$ cat config.mk
export PLATFORM = sky130hd
export DESIGN_NAME = serial_adder_ctrl
export DESIGN_NICKNAME = d
export VERILOG_FILES = /design/src/rtl/serial_adder_ctrl.sv
export SDC_FILE = /design/constraint.sdc
export NUM_CORES = 1
export LEC_CHECK = 0
export ABC_AREA = 1
export CORE_ASPECT_RATIO = 1.5
export CORE_MARGIN = 2
export CORE_UTILIZATION = 46
export CTS_CLUSTER_DIAMETER = 100
export CTS_CLUSTER_SIZE = 40
export DETAILED_ROUTE_END_ITERATION = 16
export GPL_TIMING_DRIVEN = 0
export PLACE_DENSITY = 0.78
export RECOVER_POWER = 100
export SETUP_SLACK_MARGIN = 0.4
export SYNTH_ARGS = -nofsm -noshare
export SYNTH_HDL_FRONTEND = slang
export SYNTH_SLANG_ARGS = --single-unit
export TNS_END_PERCENT = 20
$ cat constraint.sdc
create_clock -name CLK -period 2.6 [get_ports CLK]
set_input_delay 0.52 -clock CLK [delete_from_list [all_inputs] [get_ports CLK]]
set_output_delay 0.52 -clock CLK [all_outputs]
set_load 0.02 [all_outputs]
$ cat src/rtl/serial_adder_ctrl.sv
// serial_adder_ctrl: drives one external 1-bit full adder bit-serially to add
// two WIDTH-bit operands LSB first, then presents {CARRY, SUM} with a DONE pulse.
module serial_adder_ctrl #(
  parameter int unsigned WIDTH = 4
) (
  input  logic             CLK,
  input  logic             N_RESET,
  input  logic             START,
  input  logic [WIDTH-1:0] IN_A,
  input  logic [WIDTH-1:0] IN_B,
  input  logic             CIN_INIT,
  output logic             BUSY,
  output logic             DONE,
  output logic [WIDTH-1:0] SUM,
  output logic             CARRY,
  output logic             FA_A,
  output logic             FA_B,
  output logic             FA_CIN,
  input  logic             FA_SUM,
  input  logic             FA_COUT
);

  localparam int unsigned CW = $clog2(WIDTH);
  localparam logic [CW-1:0] LAST = CW'(WIDTH - 1);

  typedef enum logic [1:0] {
    S_IDLE,
    S_RUN,
    S_DONE
  } state_e;

  state_e           state_q;
  logic [WIDTH-1:0] a_sh_q;
  logic [WIDTH-1:0] b_sh_q;
  // Only the upper WIDTH-1 collected bits are kept; the incoming adder bit
  // completes the word, so the bit that would fall off is never stored.
  logic [WIDTH-2:0] s_sh_q;
  logic [WIDTH-1:0] s_d;
  logic             c_q;
  logic [CW-1:0]    cnt_q;
  logic             busy_q;
  logic             done_q;
  logic [WIDTH-1:0] sum_q;
  logic             carry_q;

  // Sum word as it will look after shifting in the current adder bit.
  always_comb begin
    s_d = {FA_SUM, s_sh_q};
  end

  // Sequencer: operand latch, bit-serial shifting, result capture and handshake.
  always_ff @(posedge CLK or negedge N_RESET) begin
    if (!N_RESET) begin
      state_q <= S_IDLE;
      a_sh_q  <= '0;
      b_sh_q  <= '0;
      s_sh_q  <= '0;
      c_q     <= 1'b0;
      cnt_q   <= '0;
      busy_q  <= 1'b0;
      done_q  <= 1'b0;
      sum_q   <= '0;
      carry_q <= 1'b0;
    end else begin
      done_q <= 1'b0;
      case (state_q)
        S_IDLE: begin
          if (START) begin
            a_sh_q  <= IN_A;
            b_sh_q  <= IN_B;
            c_q     <= CIN_INIT;
            cnt_q   <= '0;
            busy_q  <= 1'b1;
            state_q <= S_RUN;
          end
        end
        S_RUN: begin
          s_sh_q <= s_d[WIDTH-1:1];
          c_q    <= FA_COUT;
          a_sh_q <= {1'b0, a_sh_q[WIDTH-1:1]};
          b_sh_q <= {1'b0, b_sh_q[WIDTH-1:1]};
          cnt_q  <= cnt_q + CW'(1);
          if (cnt_q == LAST) begin
            sum_q   <= s_d;
            carry_q <= FA_COUT;
            done_q  <= 1'b1;
            cnt_q   <= '0;
            state_q <= S_DONE;
          end
        end
        S_DONE: begin
          busy_q  <= 1'b0;
          state_q <= S_IDLE;
        end
        default: begin
          busy_q  <= 1'b0;
          state_q <= S_IDLE;
        end
      endcase
    end
  end

  // Adder inputs come straight from registers and are forced low outside RUN.
  always_comb begin
    FA_A   = (state_q == S_RUN) & a_sh_q[0];
    FA_B   = (state_q == S_RUN) & b_sh_q[0];
    FA_CIN = (state_q == S_RUN) & c_q;
  end

  assign BUSY  = busy_q;
  assign DONE  = done_q;
  assign SUM   = sum_q;
  assign CARRY = carry_q;

endmodule

=== Word-level counts from Yosys, hierarchy flattened ===
Cells that the tools add are included.

* Multiplexer cells: 16
* $add $sub $neg: 1
* Reduce and logical (&&, ||, !) cells: 6
* Eq/ne operators: 4
* Bitwise logic cells: 4

{| class="wikitable"
|+ Operator list
! kind !! number
|-
| $pmux 4 s2 || 2
|-
| $mux 2 || 4
|-
| $mux 4 || 2
|-
| $pmux 2 s2 || 2
|-
| $reduce_and 2->1 || 4
|-
| $mux 1 || 4
|-
| $ne 2x2->1 const B || 2
|-
| $pmux 1 s2 || 2
|-
| $and 1x1->1 || 3
|-
| $add 2x1->2 const B || 1
|-
| $eq 2x1->1 const B || 1
|-
| $eq 2x2->1 const B || 1
|-
| $logic_not 2->1 || 1
|-
| $reduce_bool 2->1 || 1
|-
| $not 1->1 || 1
|}

* Output and inout port bits: 10
* Input port bits: 14
* Flip-flop bits (word level): 23
* Logic and storage cells: 41

=== Logic depth before layout (Yosys ltp) ===
* Word-level depth: 3
* Depth in mapped cells: 7
* Depth with buffers taken out: 6

=== Least setup slack after synthesis ===
OpenSTA, ideal clock, no wires.

* Path kind: register to output
* Start point: reg state_q[1]
* End point: out FA_A
* Stages on the path, launching flop included: 5
* Path buffers: 1
* Setup slack: 1030 ps
* Required time: 2080 ps
* Data arrival time: 1050 ps
* Cell sequence: dfrtp_1 -> inv_4 -> nand2_8 -> buf_6 -> nor2_1

* Cells in the longest elaborated chain, start to end: 2

{| class="wikitable"
|+ Ends and longest elaborated chain
! element !! RTL line !! RTL
|-
| from (decl) || 32 || <nowiki>state_e state_q;</nowiki>
|-
| from (signal assigned) || 54 || <nowiki>state_q <= S_IDLE;</nowiki>
|-
| from (signal assigned) || 74 || <nowiki>state_q <= S_RUN;</nowiki>
|-
| from (signal assigned) || 88 || <nowiki>state_q <= S_DONE;</nowiki>
|-
| $eq 2x1->1 || 105 || <nowiki>FA_A = (state_q == S_RUN) & a_sh_q[0];</nowiki>
|-
| $and 1x1->1 || 105 ||
|-
| to (decl) || 16 || <nowiki>output logic FA_A,</nowiki>
|}

No other way between the ends.

=== Worst setup path after layout ===
* Start point: reg state_q[1]
* End point: out FA_CIN

* Cells in the longest elaborated chain, start to end: 2

{| class="wikitable"
|+ Ends and longest elaborated chain
! element !! RTL line !! RTL
|-
| $eq 2x1->1 || 107 || <nowiki>FA_CIN = (state_q == S_RUN) & c_q;</nowiki>
|-
| $and 1x1->1 || 107 ||
|-
| to (decl) || 18 || <nowiki>output logic FA_CIN,</nowiki>
|}

No other way between the ends.

==> results.cfg <==
[status]
run_status = finished clean

[route]
drt-total-wl_um = 2140
detail_route.iter0.violations = 19
drt.antenna.violating_nets = 0
vias = 872
drc_errors = 0
route.detailed.wl_per_inst_um = 11.9
dr.pass1.iters = 4
drt-vias-per-instance = 4.84

[global_routing]
grt_use_met3_pct = 1.95
grt_pass1_vias = 898
grt_antenna_before_repair = 0
gr-usage-met2_pct = 30.8
grt.met1_usage_pct = 21.9
grt-ovfl-total = 0
grt_max_degree = 24
grt_busiest_layer = met2
globalRouteTotalUtil_pct = 17.6
grt_first_pass_wirelength_um = 3820

[synthesis]
synthTopCellsByCount = 26 x sky130_fd_sc_hd__nand2_1, 24 x sky130_fd_sc_hd__inv_1, 23 x sky130_fd_sc_hd__dfrtp_1, 23 x sky130_fd_sc_hd__nand3_1, 8 x sky130_fd_sc_hd__nand2_2
synth_top_area_cell = sky130_fd_sc_hd__dfrtp_1
postSynthAreaPerCell_um2 = 8.87
post_synth_num_cell_types = 15
syn_std_cell_area_um2 = 1140
synth_nets = 144
synth.top_cells.by_area = sky130_fd_sc_hd__dfrtp_1 50%, sky130_fd_sc_hd__nand3_1 10%, sky130_fd_sc_hd__nand2_1 8.5%
async_reset_ff_share_pct = 100
synth_enable_flop_cells = 0
ys.flop_type = sky130_fd_sc_hd__dfrtp_1
synth_most_common_cell = sky130_fd_sc_hd__nand2_1
synth.yosys.seq_area_share_pct = 50.3
post_synthesis_instance_total = 129
synth-warning-count = 0
yosys.area.top_type_share_pct = 50.3
synth.ff_latch_count = 23

[finish]
layout-drive-gt1-share_pct = 11.5
register_area_um2 = 576
final_nets = 172
flow.area_growth_from_synthesis_pct = 20.5
postLayoutCellArea_um2 = 1380
diodes = 0
area_occupied_by_multi_input_gates_um2 = 385
filler_cell_count = 243
layoutNonFillerInstCount = 180

[timing]
finalMaxSlewViolations = 0
max-slew-margin-rel_pct = 32.3
number_of_failing_setup_endpoints_in_the_final_timing_report = 0
max_clock_freq_ghz = 0.410
rsz0062_at_grt = yes
timing.clock.skew_ps = 8.82
tns_ps = 0
hold_slack_ps = 495
finalWorstPathRequiredPeriod_ps = 2440
final_min_period_over_clock_period_pct = 93.7
final_hold_violation_count = 0
worst_slew_pin_slew_ps = 1010

[clock_network]
post-cts-setup-buffer-count = 0
clk_root_buffer_cell = sky130_fd_sc_hd__clkbuf_4
clk_pin_slew_ps = 130
cts-root-to-sink-buffers = 2
clk_latency_ps = 300
cts_made_buffers = 3
hold_buffers = 0
ctsHtreeMaxLevel = 1
tritoncts = yes
clock-sinks = 23

[worst_setup_path]
crit_fanout = 10
worst_ep_arrival_time_ps = 1920
worst-endpoint-required_ps = 2080
worstSetupEndpointType = output port
startpoint_type = register
worst-setup-path-type = reg2out

[floorplan]
floorplan.die.height_um = 65.1
die_area_um2 = 2910
initial_core_util_pct = 47.8
coreArea_um2 = 2390
floorplan.die.width_um = 44.7
num_rows = 22
io-pin-count = 24

[place]
placedInstanceArea_um2 = 1400
post_place_cells = 176
numPortBuffers = 23
detailedPlacementHpwl_um = 1620
finalWeightedCongestion = 0.727

[power_and_ir_drop]
power_density_nw_per_um2 = 1150
cellLeakagePower_uw = 0.000731
max-vdd-ir-drop_uv = 548

[run]
max_cap_violations = 0

[hold_path]
worst_hold_path_type = reg2reg
## report_power, final
part | internal, uW | switching, uW
Combinational | 326 | 491
Sequential | 519 | 88.3
Clock | 57.2 | 102
Total | 902 | 682
## repair_timing
item / CTS / global route
endpoints found under the hold margin: 0 / 0
setup endpoints to repair: 3 / 3
gates resized for setup: 1 / 1
gates cloned: 0 / 0
pin swaps: 0 / 0
## state kept, by name, indices dropped and copies added (netlist names)
signal   count
SUM          4
a_sh_q       4
b_sh_q       4
s_sh_q       3
cnt_q        2
state_q      2
BUSY         1
CARRY        1
DONE         1
c_q          1
## critical path: stages (launching register included)
cell	delay (ps)
sky130_fd_sc_hd__dfrtp_1	450
sky130_fd_sc_hd__inv_4	170
sky130_fd_sc_hd__nand2_8	90
sky130_fd_sc_hd__buf_6	150
sky130_fd_sc_hd__nor2_1	70
sky130_fd_sc_hd__dlygate4sd3_1	670
## routing by layer
metal  share of wire (%)  wire (um)  up-vias
li1                    -          -      445
met1                  42        889      413
met2                  55       1170       12
met3                 2.8         60        2
met4                0.93         20        0
met5                   0          0        -
## layout by cell type (no fill, tap or decap), drive strengths merged
cell type and n:
nand2 36, clkbuf 7, dfrtp 23, inv 26, buf 2, clkdlybuf4s50 11
clkinv 1, nor2 5, dlygate4sd2 1, o21ai 10, ha 1, nand3 23
dlygate4sd3 10
## worst paths after layout
kind	from	to	slack [ps]	cells after the start
min in group asynchronous	N_RESET	s_sh_q[1]	830	1
worst max register to register	cnt_q[0]	SUM[2]	1180	4
worst min-delay path	s_sh_q[0]	SUM[0]	500	2
worst min register to register	s_sh_q[0]	SUM[0]	500	2
max in group asynchronous	N_RESET	s_sh_q[2]	1160	1
worst max-delay path	state_q[1]	FA_CIN	160	5
## cell families after synthesis
group / Yosys count / share of synthesized area (%)
simple gates: 64 / 28.7
flops: 23 / 50.3
compound gates: 10 / 6.02
fa+ha+maj: 1 / 1.09
buf+inv: 31 / 13.9
## layout make-up
type                            count  area share, %
Sequential cell                    23           41.8
Multi-Input combinational cell     75           28.0
Timing Repair Buffer               23           16.2
Inverter                           26           7.45
Buffer                              5           2.45
Tap cell                           24           2.18
Clock buffer                        3           1.63
Clock inverter                      1          0.363
## stage by stage
step	setup WS [ps]	util [%]	total power, uW
after CTS	209	59.7	1700
final	163	57.5	1580
after floorplan	1030	-	1250
after detailed placement	521	58.6	1550
after global routing	99.6	57.5	1730
after global placement	562	58.6	1510
No activity file was read; power rests on OpenSTA's default activity.
